## src/rtl/my_mul16_seq_if.sv

```systemverilog
// Operand/result handshake bundle for the sequential 16-bit multiplier.
// Vectors use [0:W-1]: index 0 is the most significant bit.
interface my_mul16_seq_if #(
   parameter int WIDTH = 16
);
   logic             in_valid;
   logic             in_ready;
   logic [0:WIDTH-1] a;
   logic [0:WIDTH-1] b;
   logic             out_valid;
   logic             out_ready;
   logic [0:WIDTH-1] product;
   logic             ovf;

   modport slave (
      input  in_valid,
      input  a,
      input  b,
      input  out_ready,
      output in_ready,
      output out_valid,
      output product,
      output ovf
   );

   modport master (
      output in_valid,
      output a,
      output b,
      output out_ready,
      input  in_ready,
      input  out_valid,
      input  product,
      input  ovf
   );
endinterface

```

## src/rtl/my_mul16_seq.sv

```systemverilog
// Shift-and-add 16x16 multiplier: low 16 product bits plus overflow flag.
// Vectors use [0:W-1] so index W-1 is the least significant bit.
module my_mul16_seq_rca #(
   parameter int WIDTH = 16
) (
   input  logic [0:WIDTH-1] a_i,
   input  logic [0:WIDTH-1] b_i,
   output logic [0:WIDTH-1] sum_o,
   output logic             cout_o
);
   always_comb begin
      logic carry;
      carry = 1'b0;
      sum_o = '0;
      for (int i = WIDTH - 1; i >= 0; i--) begin
         sum_o[i] = a_i[i] ^ b_i[i] ^ carry;
         carry    = (a_i[i] & b_i[i]) | (carry & (a_i[i] ^ b_i[i]));
      end
      cout_o = carry;
   end
endmodule

module my_mul16_seq #(
   parameter int WIDTH = 16,
   parameter int ITER  = 16
) (
   input  logic           clk,
   input  logic           rst_n,
   my_mul16_seq_if.slave  bus
);
   localparam int CW = $clog2(ITER);

   typedef enum logic [1:0] {
      IDLE = 2'd0,
      RUN  = 2'd1,
      HOLD = 2'd2
   } state_e;

   state_e           state_q, state_d;
   logic [0:WIDTH-1] mcand_q, mcand_d;
   logic [0:WIDTH-1] mplier_q, mplier_d;
   logic [0:WIDTH-1] acc_q, acc_d;
   logic [0:WIDTH-1] product_q, product_d;
   logic             lost_q, lost_d;
   logic             ovf_q, ovf_d;
   logic [CW-1:0]    cnt_q, cnt_d;

   logic [0:WIDTH-1] sum;
   logic             cout;
   logic             mplier_lsb;
   logic             mplier_upper_nz;
   logic             mcand_msb;

   my_mul16_seq_rca #(.WIDTH(WIDTH)) u_add (
      .a_i    (acc_q),
      .b_i    (mcand_q),
      .sum_o  (sum),
      .cout_o (cout)
   );

   assign mplier_lsb      = mplier_q[WIDTH-1];
   assign mplier_upper_nz = |mplier_q[0:WIDTH-2];
   assign mcand_msb       = mcand_q[0];

   always_ff @(posedge clk or negedge rst_n) begin
      if (!rst_n) begin
         state_q   <= IDLE;
         mcand_q   <= '0;
         mplier_q  <= '0;
         acc_q     <= '0;
         product_q <= '0;
         lost_q    <= 1'b0;
         ovf_q     <= 1'b0;
         cnt_q     <= '0;
      end else begin
         state_q   <= state_d;
         mcand_q   <= mcand_d;
         mplier_q  <= mplier_d;
         acc_q     <= acc_d;
         product_q <= product_d;
         lost_q    <= lost_d;
         ovf_q     <= ovf_d;
         cnt_q     <= cnt_d;
      end
   end

   always_comb begin
      state_d   = state_q;
      mcand_d   = mcand_q;
      mplier_d  = mplier_q;
      acc_d     = acc_q;
      product_d = product_q;
      lost_d    = lost_q;
      ovf_d     = ovf_q;
      cnt_d     = cnt_q;
      unique case (state_q)
         IDLE: begin
            if (bus.in_valid) begin
               mcand_d  = bus.a;
               mplier_d = bus.b;
               acc_d    = '0;
               lost_d   = 1'b0;
               cnt_d    = '0;
               state_d  = RUN;
            end
         end
         RUN: begin
            if (mplier_lsb) begin
               acc_d  = sum;
               lost_d = lost_q | cout;
            end
            // a dropped mcand bit matters only if a later mplier bit adds it
            if (mcand_msb && mplier_upper_nz) lost_d = 1'b1;
            mcand_d  = mcand_q << 1;
            mplier_d = mplier_q >> 1;
            cnt_d    = cnt_q + 1'b1;
            if (cnt_q == CW'(ITER - 1)) begin
               product_d = acc_d;
               ovf_d     = lost_d;
               state_d   = HOLD;
            end
         end
         HOLD: begin
            if (bus.out_ready) state_d = IDLE;
         end
         default: state_d = IDLE;
      endcase
   end

   assign bus.in_ready  = (state_q == IDLE);
   assign bus.out_valid = (state_q == HOLD);
   assign bus.product   = product_q;
   assign bus.ovf       = ovf_q;
endmodule

```

## src/flat_wrapper.sv

```systemverilog
// flat-port wrapper written by rule: the top's interface ports become plain ports
module my_mul16_seq_flat 
#(
   parameter int WIDTH = 16,
   parameter int ITER  = 16
)
  (clk, rst_n, bus_in_valid, bus_a, bus_b, bus_out_ready, bus_in_ready, bus_out_valid, bus_product, bus_ovf);
  my_mul16_seq_if #(.WIDTH(WIDTH)) bus_i ();
  input  logic clk;
  input  logic rst_n;
  input wire logic [$bits(bus_i.in_valid)-1:0] bus_in_valid;
  input wire logic [$bits(bus_i.a)-1:0] bus_a;
  input wire logic [$bits(bus_i.b)-1:0] bus_b;
  input wire logic [$bits(bus_i.out_ready)-1:0] bus_out_ready;
  output wire logic [$bits(bus_i.in_ready)-1:0] bus_in_ready;
  output wire logic [$bits(bus_i.out_valid)-1:0] bus_out_valid;
  output wire logic [$bits(bus_i.product)-1:0] bus_product;
  output wire logic [$bits(bus_i.ovf)-1:0] bus_ovf;
  assign bus_i.in_valid = bus_in_valid;
  assign bus_i.a = bus_a;
  assign bus_i.b = bus_b;
  assign bus_i.out_ready = bus_out_ready;
  assign bus_in_ready = bus_i.in_ready;
  assign bus_out_valid = bus_i.out_valid;
  assign bus_product = bus_i.product;
  assign bus_ovf = bus_i.ovf;
  my_mul16_seq #(.WIDTH(WIDTH), .ITER(ITER)) u_core (.clk(clk), .rst_n(rst_n), .bus(bus_i));
endmodule
```

## config.mk

```make
export PLATFORM = sky130hd
export DESIGN_NAME = my_mul16_seq_flat
export DESIGN_NICKNAME = d
export VERILOG_FILES = /design/src/rtl/my_mul16_seq_if.sv /design/src/rtl/my_mul16_seq.sv /design/src/flat_wrapper.sv
export SDC_FILE = /design/constraint.sdc
export NUM_CORES = 1
export LEC_CHECK = 0
export CORE_ASPECT_RATIO = 1.2
export CORE_MARGIN = 2
export CORE_UTILIZATION = 60
export DETAILED_ROUTE_END_ITERATION = 16
export DONT_BUFFER_PORTS = 1
export PLACE_DENSITY = 0.76
export REMOVE_ABC_BUFFERS = 1
export SLEW_MARGIN = 20
export SYNTH_ARGS = -nofsm -noshare
export SYNTH_HDL_FRONTEND = slang
export SYNTH_SLANG_ARGS = --single-unit
```

## constraint.sdc

```tcl
create_clock -name clk -period 9 [get_ports clk]
set_clock_uncertainty 0.15 [all_clocks]
set_input_delay 1.35 -clock clk [delete_from_list [all_inputs] [get_ports clk]]
set_output_delay 1.35 -clock clk [all_outputs]
set_load 0.02 [all_outputs]
```

# Yosys cells after proc, flatten, opt, wreduce, memory -nomap -nowiden

Cells that the tools add are included.

Bits in registers: 72
Bits in latches: 0
RAM bits: 0
Bits in read-only memories: 0
Input port bits: 36
Output and inout port bits: 19
Logic and storage cells: 117
Memories kept: 0

Add/sub/neg operators: 1
$mul: 0
Div/mod/pow operators: 0
$lt $le $gt $ge: 0
Eq/ne operators: 6
Shift-type cells: 0
Muxes and demuxes: 17
Bitwise operators: 78
Reductions and logical operators: 7

Operator list:

| operator                                                                | count |
|---|---|
| 16-bit case mux with 2 select lines                                     | 3 |
| 16-bit 2-to-1 mux                                                       | 4 |
| 1-bit AND                                                               | 31 |
| 1-bit bitwise XOR                                                       | 31 |
| 1-bit bitwise OR                                                        | 16 |
| 15-bit OR reduction                                                     | 1 |
| 4-bit case mux with 2 select lines                                      | 1 |
| 2-bit 2-to-1 mux                                                        | 3 |
| 2-bit case mux with 3 select lines                                      | 1 |
| 4-bit by 1-bit adder with 4-bit output, second input constant           | 1 |
| 4-bit == test, second input constant                                    | 1 |
| 4-bit 2-to-1 mux                                                        | 1 |
| 2-bit inequality test, second input constant                            | 2 |
| 2-bit AND reduction                                                     | 2 |
| 1-bit 2-to-1 mux                                                        | 3 |
| 3-bit AND reduction                                                     | 1 |
| 2-bit by 1-bit == test with 1-bit output, second input constant         | 1 |
| 2-bit == test, second input constant                                    | 1 |
| 2-bit zero test                                                         | 1 |
| 2-bit by 1-bit inequality test with 1-bit output, second input constant | 1 |
| 1-bit case mux with 2 select lines                                      | 1 |
| 2-bit nonzero test                                                      | 1 |
| 1-bit logical AND                                                       | 1 |

# Depth between registers and ports, before layout

Gate-level depths: netlist (run 1).

Depth in word-level cells: 35
Depth in mapped cells: 20
Gate-level depth less buffers: 20

# Cells and area by module

Synthesis (run 1) repeated with hierarchy kept, for this count alone.

Cell total of the unflattened synthesis: 349
Area total of the unflattened synthesis: 3663.5 um^2

By module, submodules not included:

| module           | instances | cells an instance | area each (um^2) | seq. area each (um^2) |
|---|---|---|---|---|
| my_mul16_seq     | 1         | 323               | 3313.2           | 1801.7 |
| my_mul16_seq_rca | 1         | 26                | 350.3            | 0.0 |

# Least setup slack after synthesis (run 1)

Ideal clock, no wire load.

Path type: reg2reg
From: reg u_core.acc_q[15] in the netlist's numbering
To: reg u_core.acc_q[0] in the netlist's numbering
Library setup time: 0.122 ns
Data arrival time: 7.036 ns
Data required time: 8.728 ns
Slack: 1.692 ns
Cell stages (with the launch flop): 20
Path buffers: 0
Period minus slack after synthesis: 7.308 ns
Cell sequence: dfrtp_1 > ha_1 > inv_1 > fa_1 > fa_1 > fa_1 > fa_1 > fa_1 > fa_1 > fa_1 > fa_1 > fa_1 > fa_1 > fa_1 > fa_1 > inv_1 > fa_1 > fa_1 > fa_1 > a32o_1

Word-level cells in the longest chain between the ends: 32

RTL lines:

| item                                | RTL line            | RTL |
|---|---|---|
| start: declaration                  | my_mul16_seq.sv:42  | `logic [0:WIDTH-1] acc_q, acc_d;` |
| start signal: assignment            | my_mul16_seq.sv:70  | `acc_q <= '0;` |
| start signal: assignment            | my_mul16_seq.sv:79  | `acc_q <= acc_d;` |
| 1-bit AND (2 in a row)              | my_mul16_seq.sv:17  | `carry = (a_i[i] & b_i[i]) \| (carry & (a_i[i] ^ b_i[i]));` |
| 1-bit bitwise OR                    | my_mul16_seq.sv:17  |  |
| 1-bit AND                           | my_mul16_seq.sv:17  |  |
| 1-bit bitwise OR                    | my_mul16_seq.sv:17  |  |
| 1-bit AND                           | my_mul16_seq.sv:17  |  |
| 1-bit bitwise OR                    | my_mul16_seq.sv:17  |  |
| 1-bit AND                           | my_mul16_seq.sv:17  |  |
| 1-bit bitwise OR                    | my_mul16_seq.sv:17  |  |
| [15 not listed]                     | -                   |  |
| 1-bit bitwise OR                    | my_mul16_seq.sv:17  |  |
| 1-bit AND                           | my_mul16_seq.sv:17  |  |
| 1-bit bitwise OR                    | my_mul16_seq.sv:17  |  |
| 1-bit AND                           | my_mul16_seq.sv:17  |  |
| 1-bit bitwise OR                    | my_mul16_seq.sv:17  |  |
| 1-bit bitwise XOR                   | my_mul16_seq.sv:16  | `sum_o[i] = a_i[i] ^ b_i[i] ^ carry;` |
| 16-bit 2-to-1 mux                   | my_mul16_seq.sv:108 | `if (mplier_lsb) begin` |
| 16-bit case mux with 2 select lines | my_mul16_seq.sv:96  | `unique case (state_q)` |

Every way passes these cells.
A chain may end at the register's enable or synchronous reset.

# Final worst setup path (run 1)

From: reg u_core.mcand_q[15] in the netlist's numbering
To: reg u_core.acc_q[0] in the netlist's numbering

Word-level cells in the longest chain between the ends: 32

RTL lines:

| item                                | RTL line            | RTL |
|---|---|---|
| start: declaration                  | my_mul16_seq.sv:40  | `logic [0:WIDTH-1] mcand_q, mcand_d;` |
| start signal: assignment            | my_mul16_seq.sv:77  | `mcand_q <= mcand_d;` |
| 1-bit AND (2 in a row)              | my_mul16_seq.sv:17  |  |
| 1-bit bitwise OR                    | my_mul16_seq.sv:17  |  |
| 1-bit AND                           | my_mul16_seq.sv:17  |  |
| 1-bit bitwise OR                    | my_mul16_seq.sv:17  |  |
| 1-bit AND                           | my_mul16_seq.sv:17  |  |
| 1-bit bitwise OR                    | my_mul16_seq.sv:17  |  |
| 1-bit AND                           | my_mul16_seq.sv:17  |  |
| 1-bit bitwise OR                    | my_mul16_seq.sv:17  |  |
| [15 not listed]                     | -                   |  |
| 1-bit bitwise OR                    | my_mul16_seq.sv:17  |  |
| 1-bit AND                           | my_mul16_seq.sv:17  |  |
| 1-bit bitwise OR                    | my_mul16_seq.sv:17  |  |
| 1-bit AND                           | my_mul16_seq.sv:17  |  |
| 1-bit bitwise OR                    | my_mul16_seq.sv:17  |  |
| 1-bit bitwise XOR                   | my_mul16_seq.sv:16  |  |
| 16-bit 2-to-1 mux                   | my_mul16_seq.sv:108 |  |
| 16-bit case mux with 2 select lines | my_mul16_seq.sv:96  |  |

Every way passes these cells.

==> results of run 1 <==
-- cells in the final DEF (no fill, tap or decap), types with 2 or more instances in the layout --
| cell type | synthesis | final |
|---|---|---|
| fa_1 | 15 | 15 |
| dfrtp_1 | 72 | 72 |
| o22ai_1 | 36 | 36 |
| a22oi_1 | 12 | 12 |
| o2bb2ai_1 | 12 | 12 |
| clkbuf_8 | 0 | 9 |
| nand2_1 | 39 | 39 |
| nor2_1 | 5 | 5 |
| nor2b_1 | 3 | 3 |
| clkinv_2 | 0 | 2 |
| inv_1 | 29 | 29 |
| o21ai_1 | 14 | 14 |
| o21ai_2 | 2 | 2 |
| bufinv_16 | 0 | 3 |
| a32o_1 | 5 | 5 |
| mux2_2 | 6 | 6 |
| o21ai_0 | 26 | 26 |
| nand3_1 | 2 | 2 |
| nor3_1 | 3 | 3 |
| and2_1 | 2 | 2 |
| nor4_1 | 3 | 3 |
| mux2i_1 | 4 | 4 |
| a21oi_1 | 22 | 22 |
| ha_1 | 2 | 2 |
-- cells in the mapped netlist, types with 6 or more instances --
cell type  count
dfrtp_1       72
mux2_2         6
buf_2         15
inv_1         29
o22ai_1       36
o21ai_1       14
a21oi_1       22
a22oi_1       12
clkbuf_1       8
nand2_1       39
o21ai_0       26
fa_1          15
o2bb2ai_1     12
-- layer usage --
layer | wire (µm) | part of all wire (%) | global-route usage, % | up-vias
li1 | - | - | - | 1212
met1 | 3310 | 43 | 33.9 | 1322
met2 | 3790 | 49 | 40.9 | 81
met3 | 427 | 5.5 | 6.38 | 13
met4 | 183 | 2.4 | 11.2 | 0
met5 | 0 | 0 | 0 | -
-- worst reg2reg max path: cells and delay by family, from the launching register on --
kind,cells,cell delay (ns)
buffers and inverters,2,0.17
AO/OA/AOI/OAI,1,0.26
flip-flops,1,0.38
adder cells (fa/ha/maj),16,6.53
-- cells by family (layout without fill, tap and decap cells) --
logic type | after synthesis | in the layout | synth area share [%]
simple gates | 61 | 61 | 7.47
buf+inv | 54 | 47 | 6.24
mux | 10 | 10 | 3.03
fa+ha+maj | 17 | 17 | 9.16
compound gates | 133 | 133 | 23.4
flops | 72 | 72 | 50.7
-- metrics by stage --
stage               setup WS (ns)  cell area (µm²)  hold WS, ns  util, %  power, mW
detailed placement           1.41             3550        0.329     62.2       1.25
CTS                          1.36             3780        0.346     66.3       1.56
global placement             1.49             3550        0.321     62.2       1.21
finish                       1.41             3780        0.342     66.3       1.55
floorplan                    1.69             3440        0.306        -       1.09
global route                 1.04             3780        0.362     66.3       1.68
-- state kept, by name, indices dropped and copies added, names as in the netlist --
signal	count
u_core.state_q	2
u_core.bus.ovf	1
u_core.bus.product	16
u_core.lost_q	1
u_core.cnt_q	4
u_core.mcand_q	16
u_core.acc_q	16
u_core.mplier_q	16
-- power by group through the flow --
| stage | logic (mW) | registers, mW | clock network [mW] |
|---|---|---|---|
| after CTS | 0.607 | 0.642 | 0.309 |
| final | 0.602 | 0.644 | 0.307 |
| after detailed placement | 0.601 | 0.647 | 0 |
| after global routing | 0.687 | 0.666 | 0.323 |
| after global placement | 0.575 | 0.640 | 0 |
| after floorplan | 0.462 | 0.623 | 0 |
-- area by class of cell --
cell class	instances	area [µm²]
fill	451	1920
sequential	72	1800
multi-input combinational	221	1530
clock buffer	10	128
inverter	30	113
clock inverter	6	108
tap	80	100
timing repair buffer	1	7.51
-- worst paths after layout --
path,depth (start not counted),to,slack (ns)
max,19,u_core.acc_q[0]$_DFFE_PN0P_,1.41
min in group asynchronous,0,u_core.bus.product[13]$_DFFE_PN0P_,0.53
min,1,u_core.acc_q[12]$_DFFE_PN0P_,0.34
max in group asynchronous,0,u_core.mplier_q[6]$_DFFE_PN0P_,8.06
min reg2reg,1,u_core.acc_q[12]$_DFFE_PN0P_,0.34
max reg2reg,19,u_core.acc_q[0]$_DFFE_PN0P_,1.41
==> impl_results.md, run 1 <==
- Status: complete, no violations
- Startpoint Class: flop
- Post-synth top area share: 50.7%
- Hold buffer count at CTS: 0
- WL/cell: 18.4 µm
- Crit end category: flop
- Seq cells post-synth: 72
- Crit path max-delay family: adder cells
- Die X: 74.2 µm
- Area Growth Syn to Fin: 6.59%
- Class of the most critical setup path: flop to flop
- Worst ir drop on vdd: 179 µV
- Ys flop type: dfrtp_1
- Die height: 88.3 µm
- Die ar.: 6550 µm²
- Sequential area share after synthesis: 50.7%
- Setup violators final: 0
- Flop pwr share: 41.5%
- Clock power frac: between 10% and 20%
- Synth unique cells: 33
- RSZ-0062 raised after global routing: false
- WP data required: slightly above 9 ns
- Cell with the most instances on the worst path: fa_1
- Gpl congestion: slightly below 0.8
- Final Hold Fails: 0
- Cells after synthesis: 347
- Synth area leader: dfrtp_1
- Initial DRC count: 155
- Setup_tns: 0 ns
- Via count: 2628
- CTS max path bufs: 2
- Max-slew violations: 0
- Comb pwr share: between 30% and 40%
- Total GRT Usage: approximately 26%
- Via/cell ratio: 6.26
- Layout cells sized above 1: 7.94%
- Final HPWL DP: just under 5000 µm
- Ys Warns: 0
- Reg clk slew, reported paths: roughly 0.080 ns
- Cell-internal power: 0.914 mW
- Hold Path Class: flop to flop
- Resized Gates After CTS: 0
- Max Fclk: 132 MHz
- Sw frac: 41.1%
- Input/output buffers: 0
- Initial core utilization: between 60% and 70%
- Critical Path Max Stage Delay: 0.47 ns
- Num CTS Buffers: 9
- Async set-reset flop share out of synthesis: between 90% and 100%
- Post-CTS Setup Inserts: 0
- Vias in the first global route: 2599
- H-Tree Depth: 3
- First-pass GRT wire length: 12600 µm
- Rows: 30
- Launching point of the worst reg2reg path: u_core.mcand_q[15]$_DFFE_PN0P_
- Final Non-Filler Cells: 420
- CP Buf/Inv Count: 2
- Switching pwr: about 0.64 mW
- CP Launch Point: u_core.mcand_q[15]$_DFFE_PN0P_
- Core footprint: 5710 µm²
- # DRC: 0
- CTS tree: done
- Initial antenna violation count: 0
- Grt total ovfl: 0
- CTS root buf: clkbuf_8
- Power per Cell Area: 410 nW/µm²
- Largest net degree at the start of global routing: 73
- Final min period: ~7.6 ns
- # clock sinks: 72
- Worst-skew pair later-pin latency: 0.36 ns
- Routed wire length: 7720 µm
- Nets: 388
- Hold Startpoint: u_core.acc_q[12]$_DFFE_PN0P_
- Top cells by area, synth: dfrtp_1 51%, fa_1 8.5%, o22ai_1 6.3%
- Post-synth EDFFs: 0
- CP max stage cell: fa_1
- Worst slew pin tran: 1.02 ns
- Detail Route Antenna Nets: 0
- Relative slew slack: 31.9%
- # diodes: 0
- Fin crit share: 84.4%
- Worst Path Arrival: around 7.7 ns
- # placed instances: 404
- Area of the mapped netlist: 3550 µm²
- Maxcap violations: 0
- Mapped Avg Cell Area: 10.2 µm²
- Leak Pwr: 1.56 nW
- Crit-path cells: ha_1 -> inv_1 -> fa_1 -> fa_1 -> fa_1 -> fa_1 -> fa_1 -> fa_1 -> fa_1 -> fa_1 -> fa_1 -> fa_1 -> fa_1 -> fa_1 -> inv_1 -> fa_1 -> fa_1 -> fa_1 -> a32o_1
- Critical Path Fanout Max: 3
- Drt first pass iters: 4
- # IOs: 55
(Power assumes the default switching activity.)
==> run 2, diff against run 1 <==
--- a/config.mk
+++ b/config.mk
@@ -7,10 +7,10 @@
 export LEC_CHECK = 0
 export CORE_ASPECT_RATIO = 1.2
 export CORE_MARGIN = 2
-export CORE_UTILIZATION = 60
+export CORE_UTILIZATION = 57
 export DETAILED_ROUTE_END_ITERATION = 16
 export DONT_BUFFER_PORTS = 1
-export PLACE_DENSITY = 0.76
+export PLACE_DENSITY = 0.75
 export REMOVE_ABC_BUFFERS = 1
 export SLEW_MARGIN = 20
 export SYNTH_ARGS = -nofsm -noshare
==> constraint.sdc (replaced) <==
create_clock -name clk -period 6.6 [get_ports clk]
set_clock_uncertainty 0.15 [all_clocks]
set_input_delay 0.99 -clock clk [delete_from_list [all_inputs] [get_ports clk]]
set_output_delay 0.99 -clock clk [all_outputs]
set_load 0.02 [all_outputs]
==> run 2 against run 1 <==
Net effect: total power is 34% higher; sequential share of layout area shrank 0.64 points; first-iteration DRC count increased by 30%; utilization fell by 2.5 points; combinational power rose by 47%; critical path type unchanged.
==> impl_results.md, run 2 (synthesis results as in run 1) <==
- Class of the most critical setup path: flop to flop
- Layout cells sized above 1: 14.7% (+6.8 points)
- Power per Cell Area: 543 nW/µm² (+32%)
- Crit-path cells: ha_2 -> inv_2 -> fa_2 -> fa_2 -> fa_2 -> fa_2 -> fa_2 -> fa_2 -> fa_2 -> fa_2 -> fa_2 -> fa_2 -> fa_2 -> fa_2 -> inv_2 -> fa_2 -> fa_2 -> fa_1 -> a32o_1
- Nets: 396 (+2.1%)
- Drt first pass iters: 4 (unchanged)
- Num CTS Buffers: 9 (unchanged)
- Core footprint: 6010 µm² (+5.4%)
- Worst slew pin tran: 1.02 ns (-0.0000378 ns)
- Most common cell after layout, fill and taps aside: dfrtp_1
- Critical Path Max Stage Delay: 0.41 ns (-0.06 ns)
- Hold Path Class: primary input to async pin
- Commonest non-fill, non-tap cells in the layout: 72 x dfrtp_1, 39 x nand2_1, 36 x o22ai_1
- Fin crit share: 96.8% (+12 points)
- CTS max path bufs: 2 (unchanged)
- Worst Path Arrival: 6.48 ns (-1.20 ns)
- Maxcap violations: 0 (unchanged)
- Input/output buffers: 0 (unchanged)
- WL/cell: 18.3 µm (-0.44%)
- # placed instances: 413 (+2.2%)
- H-Tree Depth: 3 (unchanged)
- Reg area: 1800 µm² (unchanged)
- Rows: 31 (+3.3%)
- Area Growth Syn to Fin: 8.03%
- RSZ-0062 raised after global routing: true
- Worst-skew pair later-pin latency: 0.35 ns (about the same)
- Grt total ovfl: 0 (unchanged)
- CP max stage cell: fa_1
- Multi-input gate area: 1570 µm² (+2.5%)
- Setup violators final: 0 (unchanged)
- Via/cell ratio: 6.09 (-2.7%)
- Crit end category: flop
- # IOs: 55 (unchanged)
- Die X: 76.1 µm (+2.5%)
- Gpl congestion: 0.826 (+4.7%)
- Vias in the first global route: 2700 (+3.9%)
- CTS root buf: clkbuf_8
- WP data required: 6.68 ns (-2.41 ns)
- First-pass GRT wire length: 13200 µm (+4.8%)
- # diodes: 0 (unchanged)
- # clock sinks: 72 (unchanged)
- Critical Path Fanout Max: 2 (-1)
- Leak Pwr: 1.58 nW (+1.3%)
- Design area: 3840 µm² (+1.4%)
- Detail Route Antenna Nets: 0 (unchanged)
- Die ar.: 6880 µm² (+5.0%)
- Max-slew violations: 0 (unchanged)
- Power Total: 2.08 mW (+34%)
- Setup_tns: 0 ns (unchanged)
- Final Hold Fails: 0 (unchanged)
- Via count: 2613 (-0.57%)
- Worst ir drop on vdd: 276 µV (+54%)
- Cell with the most instances on the worst path: fa_2
- Final Non-Filler Cells: 429 (+2.1%)
- Largest net degree at the start of global routing: 73 (unchanged)
- Fill cells: 483 (+7.1%)
- Relative slew slack: 31.9% (about the same)
- Final min period: 6.39 ns (-1.20 ns)
- Startpoint Class: flop
- Total GRT Usage: 24.5% (-1.3 points)
- Die height: 90.5 µm (+2.5%)
- # DRC: 0 (unchanged)
- Initial DRC count: 202 (+30%)
- Final HPWL DP: 5020 µm (+3.9%)
- Max Fclk: 156 MHz (+19%)
- CTS tree: done
- Initial core utilization: 59.1% (-3.2 points)
- Initial antenna violation count: 0 (unchanged)
- Worst hold slack: 0.181 ns (-0.162 ns)
- Hold buffer count at CTS: 0 (unchanged)
- DP Area: 3600 µm² (+1.6%)
- Status: complete, no violations
- Routed wire length: 7850 µm (+1.7%)
- Reg clk slew, reported paths: 0.08 ns (about the same)
[run 2: cell types whose count changed in the layout (fill, tap and decap cells not counted), moves of 2 or more]
| cell | before | now |
|---|---|---|
| buf_4 | 1 | 9 |
| bufinv_16 | 3 | 1 |
| fa_1 | 15 | 1 |
| fa_2 | 0 | 14 |
| inv_1 | 29 | 27 |
| inv_2 | 1 | 3 |
[run 2: metal layers]
metal | global-route usage [%] | vias up | wire (µm)
li1 | - | 1230 | -
met1 | 31.1 | 1299 | 3290
met2 | 40.5 | 72 | 3990
met3 | 6.20 | 12 | 457
met4 | 9.55 | 0 | 111
met5 | 0 | - | 0
[run 2: final timing paths]
kind | startpoint | to | slack, ns | cells after the start
max | u_core.acc_q[15]$_DFFE_PN0P_ | u_core.acc_q[0]$_DFFE_PN0P_ | 0.21 | 19
min | rst_n | u_core.acc_q[15]$_DFFE_PN0P_ | 0.18 | 0
max reg2reg | u_core.acc_q[15]$_DFFE_PN0P_ | u_core.acc_q[0]$_DFFE_PN0P_ | 0.21 | 19
min reg2reg | u_core.acc_q[5]$_DFFE_PN0P_ | u_core.acc_q[5]$_DFFE_PN0P_ | 0.34 | 1
max in group asynchronous | rst_n | u_core.acc_q[2]$_DFFE_PN0P_ | 5.97 | 0
min in group clk | u_core.acc_q[5]$_DFFE_PN0P_ | u_core.acc_q[5]$_DFFE_PN0P_ | 0.34 | 1
[run 2: final cells by class]
| type | instances | area share, % |
|---|---|---|
| flip-flops and latches | 72 | 47.0 |
| multi-input cells | 221 | 40.8 |
| clock buffers | 11 | 3.69 |
| inverters | 30 | 2.94 |
| well taps | 82 | 2.67 |
| repair buffers | 9 | 1.76 |
| clock inverters | 4 | 1.17 |
[run 2: critical path: cells and delay by family (launching register included)]
family | cells | cell delay [ns]
AO/OA/AOI/OAI | 1 | 0.26
buffers and inverters | 2 | 0.12
flip-flops | 1 | 0.37
adder cells (fa/ha/maj) | 16 | 5.41
[run 2: what timing repair did]
action	CTS	global route
setup buffers	1	0
resized for setup	14	4
pin swaps	8	16
endpoints found under the setup margin	10	2
hold endpoints to repair	0	0
[run 2: power by group]
| part | total [mW] | switching, mW | internal, mW | leakage, nW |
|---|---|---|---|---|
| registers | 0.856 | 0.216 | 0.640 | 0.906 |
| clock network | 0.345 | 0.163 | 0.181 | 0.0989 |
| logic | 0.884 | 0.496 | 0.388 | 0.576 |
[run 2: stage by stage]
stage | util (%) | worst slack [ns]
2_1_floorplan | - | -0.708
3_3_place_gp | 60.0 | -0.892
3_5_place_dp | 60.0 | -0.994
4_1_cts | 63.7 | 0.0445
5_1_grt | 63.8 | -0.00509
6_report | 63.8 | 0.208
